[src/rtl/serial_add_pkg.sv]
// Shared definitions for the serial-adder arbiter: sequencer state encoding,
// default sizing constants and an index-width helper.
package serial_add_pkg;

  localparam int DEF_WIDTH   = 8;
  localparam int DEF_NREQ    = 4;
  localparam int DEF_TIMEOUT = 20;

  typedef enum logic [1:0] {
    IDLE  = 2'd0,
    START = 2'd1,
    WAIT  = 2'd2,
    RESP  = 2'd3
  } arb_state_t;

  // Width of a requester index; never narrower than one bit.
  function automatic int idx_width(input int n);
    return (n <= 2) ? 1 : $clog2(n);
  endfunction

endpackage

[src/rtl/rr_arbiter.sv]
// Combinational round-robin selector: grants the first request strictly above
// the last-served index, wrapping to the lowest request when none is above it.
module rr_arbiter
  import serial_add_pkg::*;
#(
  parameter int NREQ = DEF_NREQ,
  parameter int IDXW = idx_width(NREQ)
) (
  input  logic [NREQ-1:0] req,
  input  logic [IDXW-1:0] last,
  output logic [NREQ-1:0] grant,
  output logic [IDXW-1:0] grant_idx,
  output logic            any
);

  logic [NREQ-1:0] above_mask;
  logic [NREQ-1:0] masked;
  logic [NREQ-1:0] pick_src;

  generate
    for (genvar gi = 0; gi < NREQ; gi++) begin : g_mask
      assign above_mask[gi] = (IDXW'(gi) > last);
    end
  endgenerate

  assign masked   = req & above_mask;
  assign pick_src = (|masked) ? masked : req;
  // Isolate the lowest set bit of the chosen request set.
  assign grant    = pick_src & (~pick_src + NREQ'(1));
  assign any      = |req;

  always_comb begin
    grant_idx = '0;
    for (int i = 0; i < NREQ; i++) begin
      if (grant[i]) grant_idx = grant_idx | IDXW'(i);
    end
  end

endmodule

[src/rtl/serial_add_arb.sv]
// Round-robin sequencer sharing one serial adder among NREQ requesters.
// Optional add_done watchdog enabled by defining SERIAL_ARB_TIMEOUT_EN.
module serial_add_arb
  import serial_add_pkg::*;
#(
  parameter int NREQ    = DEF_NREQ,
  parameter int WIDTH   = DEF_WIDTH,
  parameter int TIMEOUT = DEF_TIMEOUT
) (
  input  logic                  clk,
  input  logic                  rst,
  input  logic [NREQ-1:0]       req_valid,
  output logic [NREQ-1:0]       req_ready,
  input  logic [NREQ*WIDTH-1:0] req_a,
  input  logic [NREQ*WIDTH-1:0] req_b,
  output logic [NREQ-1:0]       rsp_valid,
  output logic [WIDTH-1:0]      rsp_sum,
  output logic                  rsp_cout,
  output logic                  rsp_err,
  output logic                  add_start,
  output logic [WIDTH-1:0]      add_a,
  output logic [WIDTH-1:0]      add_b,
  input  logic                  add_done,
  input  logic [WIDTH-1:0]      add_sum,
  input  logic                  add_cout
);

  localparam int IDXW = idx_width(NREQ);
  localparam logic [IDXW-1:0] LAST_RST = IDXW'(NREQ - 1);

  if (NREQ < 2 || NREQ > 8 || TIMEOUT < 1) begin : g_bad_cfg
    $error("serial_add_arb: NREQ must be 2..8 and TIMEOUT at least 1");
  end

  arb_state_t       state_reg, state_next;
  logic [IDXW-1:0]  last_reg, last_next;
  logic [IDXW-1:0]  gidx_reg, gidx_next;
  logic [WIDTH-1:0] a_reg, a_next;
  logic [WIDTH-1:0] b_reg, b_next;
  logic [WIDTH-1:0] sum_reg, sum_next;
  logic             cout_reg, cout_next;
  logic             timed_out;

  logic [WIDTH-1:0] op_a [NREQ];
  logic [WIDTH-1:0] op_b [NREQ];
  logic [NREQ-1:0]  rr_grant;
  logic [IDXW-1:0]  rr_idx;
  logic             rr_any;

  generate
    for (genvar gi = 0; gi < NREQ; gi++) begin : g_unpack
      assign op_a[gi]      = req_a[gi*WIDTH +: WIDTH];
      assign op_b[gi]      = req_b[gi*WIDTH +: WIDTH];
      assign rsp_valid[gi] = (state_reg == RESP) && (gidx_reg == IDXW'(gi));
    end
  endgenerate

  rr_arbiter #(
    .NREQ (NREQ),
    .IDXW (IDXW)
  ) u_rr (
    .req       (req_valid),
    .last      (last_reg),
    .grant     (rr_grant),
    .grant_idx (rr_idx),
    .any       (rr_any)
  );

`ifdef SERIAL_ARB_TIMEOUT_EN
  localparam int CNTW = $clog2(TIMEOUT + 1);

  logic [CNTW-1:0] cnt_reg, cnt_next;
  logic            err_reg, err_next;

  // Fires on the WAIT cycle whose increment would make the count reach TIMEOUT.
  assign timed_out = (state_reg == WAIT) && !add_done && (cnt_reg == CNTW'(TIMEOUT - 1));
  assign rsp_err   = err_reg;

  always_comb begin
    cnt_next = cnt_reg;
    err_next = err_reg;
    if (state_reg == START) begin
      cnt_next = '0;
    end else if (state_reg == WAIT) begin
      cnt_next = cnt_reg + CNTW'(1);
      if (add_done)       err_next = 1'b0;
      else if (timed_out) err_next = 1'b1;
    end
  end

  always_ff @(posedge clk or posedge rst) begin
    if (rst) begin
      cnt_reg <= '0;
      err_reg <= 1'b0;
    end else begin
      cnt_reg <= cnt_next;
      err_reg <= err_next;
    end
  end
`else
  assign timed_out = 1'b0;
  assign rsp_err   = 1'b0;
`endif

  always_comb begin
    state_next = state_reg;
    last_next  = last_reg;
    gidx_next  = gidx_reg;
    a_next     = a_reg;
    b_next     = b_reg;
    sum_next   = sum_reg;
    cout_next  = cout_reg;
    case (state_reg)
      IDLE: begin
        if (rr_any) begin
          gidx_next  = rr_idx;
          a_next     = op_a[rr_idx];
          b_next     = op_b[rr_idx];
          state_next = START;
        end
      end
      START: state_next = WAIT;
      WAIT: begin
        // A done pulse coinciding with the watchdog still yields a real result.
        if (add_done) begin
          sum_next   = add_sum;
          cout_next  = add_cout;
          state_next = RESP;
        end else if (timed_out) begin
          sum_next   = '0;
          cout_next  = 1'b0;
          state_next = RESP;
        end
      end
      RESP: begin
        last_next  = gidx_reg;
        state_next = IDLE;
      end
      default: state_next = IDLE;
    endcase
  end

  always_ff @(posedge clk or posedge rst) begin
    if (rst) begin
      state_reg <= IDLE;
      last_reg  <= LAST_RST;
      gidx_reg  <= '0;
      a_reg     <= '0;
      b_reg     <= '0;
      sum_reg   <= '0;
      cout_reg  <= 1'b0;
    end else begin
      state_reg <= state_next;
      last_reg  <= last_next;
      gidx_reg  <= gidx_next;
      a_reg     <= a_next;
      b_reg     <= b_next;
      sum_reg   <= sum_next;
      cout_reg  <= cout_next;
    end
  end

  assign req_ready = (state_reg == IDLE) ? rr_grant : '0;
  assign add_start = (state_reg == START);
  assign add_a     = a_reg;
  assign add_b     = b_reg;
  assign rsp_sum   = sum_reg;
  assign rsp_cout  = cout_reg;

endmodule

[config.mk]
export PLATFORM = sky130hd
export DESIGN_NAME = serial_add_arb
export DESIGN_NICKNAME = d
export VERILOG_FILES = /design/src/rtl/serial_add_pkg.sv /design/src/rtl/rr_arbiter.sv /design/src/rtl/serial_add_arb.sv
export SDC_FILE = /design/constraint.sdc
export NUM_CORES = 1
export LEC_CHECK = 0
export CORE_MARGIN = 2
export CORE_UTILIZATION = 37
export DETAILED_ROUTE_END_ITERATION = 10
export PLACE_DENSITY = 0.84
export SLEW_MARGIN = 0
export SYNTH_ARGS = -nofsm -noshare
export SYNTH_HDL_FRONTEND = slang
export SYNTH_SLANG_ARGS = --single-unit
[constraint.sdc]
create_clock -name clk -period 2.3 [get_ports clk]
set_input_delay 0.46 -clock clk [delete_from_list [all_inputs] [get_ports clk]]
set_output_delay 0.46 -clock clk [all_outputs]
set_load 0.005 [all_outputs]
==> impl_metrics.json, run 1 <==
{
  "first_iter_violations": 41,
  "drc_errors": 0,
  "critPathSlowestCell": "clkdlybuf4s50_1",
  "grt_max_degree": 32,
  "final_cell_area_mm2": 0.00331,
  "place_congestion": 0.782,
  "min_to": "add_b[5]",
  "critPathMaxStageDelay_ns": 0.51,
  "dp.cells": 364,
  "synthesis.area_mm2": 0.00184,
  "fin_ws_ns": 0.0589,
  "slew_viol_final": 0,
  "regToRegStartpoint": "last_reg[0]",
  "hold_class": "reg -> reg",
  "worst-setup-path-type": "in -> out",
  "hp-start": "add_b[5]",
  "cts_buffers": 5,
  "worstPathMaxFanout": 7,
  "antenna_left": 0,
  "grt-ovfl-total": 0,
  "grt_antenna_before_repair": 0,
  "fin_crit_ns": 2.24,
  "clock_latency_ns": 0.27,
  "wl_um": 5390,
  "htreeDepth": 2,
  "hold_depth": 2,
  "core_mm2": 0.00475,
  "placed_area_mm2": 0.00314,
  "drive_gt1_share_pct": 18.9,
  "regArea_um2": 778,
  "timing.reg2reg.setup_slack_ns": 0.40,
  "dieArea_mm2": 0.00555,
  "ios": 115,
  "die_w_um": 74.5,
  "arrival_ns": 1.78,
  "die_h_um": 74.5,
  "cts.clk_slew.worst_paths_ns": 0.07,
  "crit_top_cell": "nor2_1",
  "dp_slack_ns": -0.201,
  "viasPerCell": 4.98,
  "p_per_area_mw_per_mm2": 1040,
  "yosys_warnings": 0,
  "ys_ff_latch": 31,
  "wire_per_inst_um": 14.2,
  "vias": 1887,
  "hold_viol": 0,
  "ys_types": 33,
  "yosysSeqAreaShare_pct": 42.3,
  "crit_start": "req_valid[3]",
  "status": "completed",
  "area_growth_pct": 80.1,
  "dp_hpwl_um": 4170,
  "n_antenna_cell": 0,
  "cts_tree": "done",
  "numClockSinks": 31,
  "portBuffers": 113,
  "grt_pass1_wl_um": 8600,
  "fin_skew_ns": 0.00546,
  "multi_input_area_um2": 973,
  "fin_crit_sh_pct": 97.4,
  "end_kind": "output port",
  "postSynthAreaPerCell_um2": 10.4,
  "nets": 395,
  "rows": 25,
  "total_power_mw": 3.45,
  "power_leakage_nw": 1.40,
  "clock.fmax_mhz": 446,
  "final_common_cell": "clkdlybuf4s50_1",
  "irDropWorstVdd_uv": 438,
  "reg2reg_depth": 8,
  "setup_viol": 0,
  "mostFrequentLayoutCells": "107 x clkdlybuf4s50_1, 29 x dfrtp_1, 25 x buf_4, 24 x nand2_1, 17 x o211ai_1",
  "fillCellCount": 401,
  "drt-pass1-iter-count": 4,
  "crit_required_ns": 1.84,
  "crit_chain": "dlygate4sd2_1 -> buf_4 -> a21oi_1 -> nor2_1 -> nor2_1 -> clkdlybuf4s50_1",
  "max_cap_violations": 0,
  "root_buffer": "clkbuf_8",
  "stdcell_count": 379,
  "start_util_pct": 38.7,
  "synthCells": 177,
  "cp-start-kind": "input port",
  "syn_nets": 261,
  "r2r_end": "add_b[6]",
  "grtUsageTotal_pct": 19.8,
  "clk_path_buf_depth": 2,
  "first_global_vias": 1945
}
-- logic make-up (layout without fill, tap and decap cells) --
kind of cell / count (synthesis) / in the layout / share of synthesized area, %
AOI/OAI and AO/OA: 50 / 50 / 21.0
and+or+nand+nor: 47 / 47 / 12.9
DFF: 31 / 31 / 42.3
muxes: 26 / 26 / 14.8
buffers and inverters: 18 / 153 / 5.99
adders and majority gates: 4 / 4 / 2.72
other: 1 / 1 / 0.204
-- final cells by class --
type,count,area share [%]
Clock inverter,1,0.227
Inverter,5,0.566
Tap cell,67,2.53
Sequential cell,31,23.5
Clock buffer,7,2.91
Multi-Input combinational cell,128,29.4
Timing Repair Buffer,140,40.9
-- what timing repair did --
action | 4_1_cts | 5_1_grt
buffers inserted | 6 | 1
pin swaps | 1 | 3
hold buffers | 0 | 0
setup endpoints to repair | 4 | 3
gates resized for setup | 6 | 7
cloned | 0 | 0
-- routing by layer --
| layer | GRT usage [%] | vias to the layer above | wire [um] | share of wire (%) |
|---|---|---|---|---|
| met5 | 0 | - | 0 | 0 |
| met4 | 2.98 | 0 | 27 | 0.50 |
| met3 | 5.69 | 4 | 370 | 6.9 |
| met2 | 38.8 | 70 | 2990 | 55 |
| met1 | 21.3 | 886 | 2010 | 37 |
| li1 | - | 927 | - | - |
-- synthesized netlist by cell type --
cell type / instances / area share [%]
o22a_1: 1 / 0.48
o221ai_1: 16 / 7.6
a311oi_2: 1 / 0.82
o31ai_2: 1 / 0.68
nand2b_1: 4 / 1.4
a21oi_1: 5 / 1.4
and3b_1: 1 / 0.48
nor2_2: 1 / 0.34
nand2b_4: 1 / 0.75
ha_1: 4 / 2.7
o22ai_1: 2 / 0.68
a32oi_1: 1 / 0.48
dfrtp_1: 29 / 39
conb_1: 1 / 0.20
inv_1: 5 / 1.0
and2_1: 1 / 0.34
dfstp_2: 2 / 2.9
buf_6: 3 / 1.8
nor3b_1: 2 / 0.82
a21oi_2: 1 / 0.48
a211oi_1: 1 / 0.41
o21ai_0: 4 / 1.1
o211ai_1: 17 / 6.9
mux2_2: 10 / 6.1
or2_4: 1 / 0.48
nor3_4: 1 / 0.88
nand2_1: 24 / 4.9
and3_1: 2 / 0.68
nor3_1: 1 / 0.27
mux2i_1: 16 / 8.7
nor2_1: 8 / 1.6
buf_2: 7 / 1.9
buf_4: 3 / 1.2
-- metrics by stage --
stage	setup TNS [ns]	hold WS [ns]	utilization, %
finish	0	0.498	69.7
global route	-0.0573	0.521	69.7
CTS	0	0.502	69.1
detailed placement	-2.20	0.489	66.0
global placement	-1.64	0.479	66.0
floorplan	0	0.491	-
-- worst max-delay path by stage --
stage                         to  slack (ns)  cells past startpoint
CTS                 req_ready[3]        0.01                      5
global route        req_ready[0]       -0.05                      6
detailed placement  req_ready[2]       -0.20                      4
global placement    req_ready[2]       -0.22                      4
floorplan           req_ready[1]        0.34                      6
finish              req_ready[0]        0.06                      6
-- power by group --
part | switching (mW) | leakage, nW | internal, mW | total (mW)
Clock | 0.196 | 0.0505 | 0.272 | 0.468
Sequential | 0.168 | 0.374 | 0.835 | 1.00
Combinational | 0.807 | 0.978 | 1.18 | 1.98
-- worst max-delay path, delay by kind of cell --
family                 cells  cell delay, ns
AO/OA/AOI/OAI              1            0.13
AND/OR/NAND/NOR            2            0.16
buffers and inverters      3            1.03
Note: power is estimated with default switching activity, not from simulation.
==> run 2, diff against run 1 <==
- CTS_BUF_LIST: not set -> sky130_fd_sc_hd__clkbuf_16
- RECOVER_POWER: not set -> 25
==> run 2 against run 1 <==
  * Sequential share of layout area fell by 0.25 points
  * Critical path depth unchanged
  * First-iteration DRC count grew 12%
  * Cell count unchanged
  * Setup slack worse by 0.013 ns
  * Power rose by 4.4%
  * Via count up 0.85%
  * Sequential power is essentially flat
  * Final area up 1.1%
==> impl_metrics.json, run 2 (synthesized netlist as in run 1, its figures left out) <==
{
  "status": "completed",
  "cp-start-kind": "input port",
  "regToRegStartpoint": "last_reg[0]",
  "cts.clk_slew.worst_paths_ns": 0.05,
  "worstPathMaxFanout": 7,
  "clock_latency_ns": 0.27,
  "setup_viol": 0,
  "numClockSinks": 31,
  "hold_class": "reg -> reg",
  "slew_headroom_pct": 49.1,
  "placed_area_mm2": 0.00314,
  "start_util_pct": 38.7,
  "cts_hold_buf": 0,
  "fin_crit_sh_pct": 98.0,
  "multi_input_area_um2": 976,
  "final_common_cell": "clkdlybuf4s50_1",
  "drt-pass1-iter-count": 4,
  "drive_gt1_share_pct": 17.9,
  "portBuffers": 113,
  "stdcell_count": 379,
  "grt-ovfl-total": 0,
  "crit_required_ns": 1.84,
  "clock.fmax_mhz": 444,
  "die_w_um": 74.5,
  "min_to": "add_b[5]",
  "hold_viol": 0,
  "hold_depth": 2,
  "wl_um": 5490,
  "max_cap_violations": 0,
  "p_per_area_mw_per_mm2": 1080,
  "grt_pass1_wl_um": 8660,
  "core_mm2": 0.00475,
  "crit_top_cell": "nor2_1",
  "worst_pin_slew_ns": 0.764,
  "timing.reg2reg.setup_slack_ns": 0.37,
  "dp.cells": 364,
  "total_power_mw": 3.60,
  "grt_antenna_before_repair": 0,
  "reg2reg_depth": 8,
  "clk_path_buf_depth": 2,
  "wire_per_inst_um": 14.5,
  "grtUsageTotal_pct": 20.3,
  "path_buf_inv": 3,
  "first_iter_violations": 46,
  "die_h_um": 74.5,
  "regArea_um2": 778,
  "viasPerCell": 5.02,
  "arrival_ns": 1.79,
  "power_leakage_nw": 1.42,
  "antenna_left": 0,
  "post-route-util_pct": 70.4,
  "ios": 115,
  "r2r_end": "add_b[6]",
  "fin_ws_ns": 0.0461,
  "critPathSlowestCell": "clkdlybuf4s50_1",
  "drc_errors": 0,
  "cts_buffers": 5,
  "slew_viol_final": 0,
  "grt_max_degree": 32,
  "root_buffer": "clkbuf_16",
  "fin_setup_tns_ns": 0,
  "worst-setup-path-type": "in -> out",
  "end_kind": "output port",
  "critPathMaxStageDelay_ns": 0.51,
  "crit_chain": "dlygate4sd2_1 -> buf_4 -> a21oi_1 -> nor2_1 -> nor2_1 -> clkdlybuf4s50_1",
  "fillCellCount": 399,
  "htreeDepth": 2,
  "rows": 25,
  "critical-path-top-delay-family": "buffers and inverters",
  "fin_skew_ns": 0.00493,
  "first_global_vias": 1977,
  "area_growth_pct": 82.1,
  "fin_crit_ns": 2.25,
  "whs_ns": 0.495,
  "n_antenna_cell": 0,
  "cts_tree": "done",
  "dieArea_mm2": 0.00555,
  "hp-start": "add_b[5]",
  "mostFrequentLayoutCells": "106 x clkdlybuf4s50_1, 29 x dfrtp_1, 24 x nand2_1, 24 x buf_4, 17 x o211ai_1",
  "nets": 395,
  "dp_hpwl_um": 4170,
  "dp_slack_ns": -0.201,
  "irDropWorstVdd_uv": 555,
  "final_cell_area_mm2": 0.00335,
  "place_congestion": 0.782,
  "vias": 1903
}
==> run 2: cell types whose count changed in the layout (fill, tap and decap cells not counted) <==
cell / change
buf_4: -1
clkbuf_16: +5
inv_1: +2
clkbuf_8: -7
nor2_1: -1
dlygate4sd3_1: +1
clkbuf_2: +1
nor2_2: +1
inv_2: -2
clkinv_1: +2
clkdlybuf4s50_1: -1
==> run 2: cell type report <==
class	instances	share of cell area, %
clock inverters	3	0.448
multi-input cells	128	29.1
clock buffers	5	3.74
well taps	67	2.50
inverters	5	0.560
flip-flops and latches	31	23.2
repair buffers	140	40.4
==> run 2: tightest hold or removal path: stages (launching register included) <==
cell and delay [ns]:
dfrtp_1 0.34, nand2_1 0.05, o211ai_1 0.07
==> run 2: routing by layer <==
| metal | vias up | GRT usage [%] | part of all wire, % |
|---|---|---|---|
| li1 | 929 | - | - |
| met1 | 903 | 20.9 | 37 |
| met2 | 65 | 39.6 | 55 |
| met3 | 6 | 6.10 | 6.7 |
| met4 | 0 | 5.36 | 0.69 |
| met5 | - | 0 | 0 |
==> run 2: repair_timing <==
action / CTS / global route
endpoints found under the setup margin: 4 / 3
setup buffers: 6 / 1
resized for setup: 6 / 6
pin swaps: 1 / 3
==> run 2: worst max path at each step <==
stage,from,endpoint,slack (ns),depth (start not counted)
finish,req_valid[3],req_ready[0],0.05,6
global route,last_reg[1],req_ready[0],-0.02,5
CTS,last_reg[0],req_ready[3],0.02,5
detailed placement,req_valid[1],req_ready[2],-0.20,4
global placement,req_valid[1],req_ready[2],-0.22,4
floorplan,last_reg[0],req_ready[1],0.34,6
==> run 2: power breakdown <==
group          leakage, nW  switching (mW)  total (mW)  internal [mW]
clock               0.0649           0.216       0.608          0.392
sequential           0.374           0.165        1.00          0.837
combinational        0.979           0.819        1.99           1.17
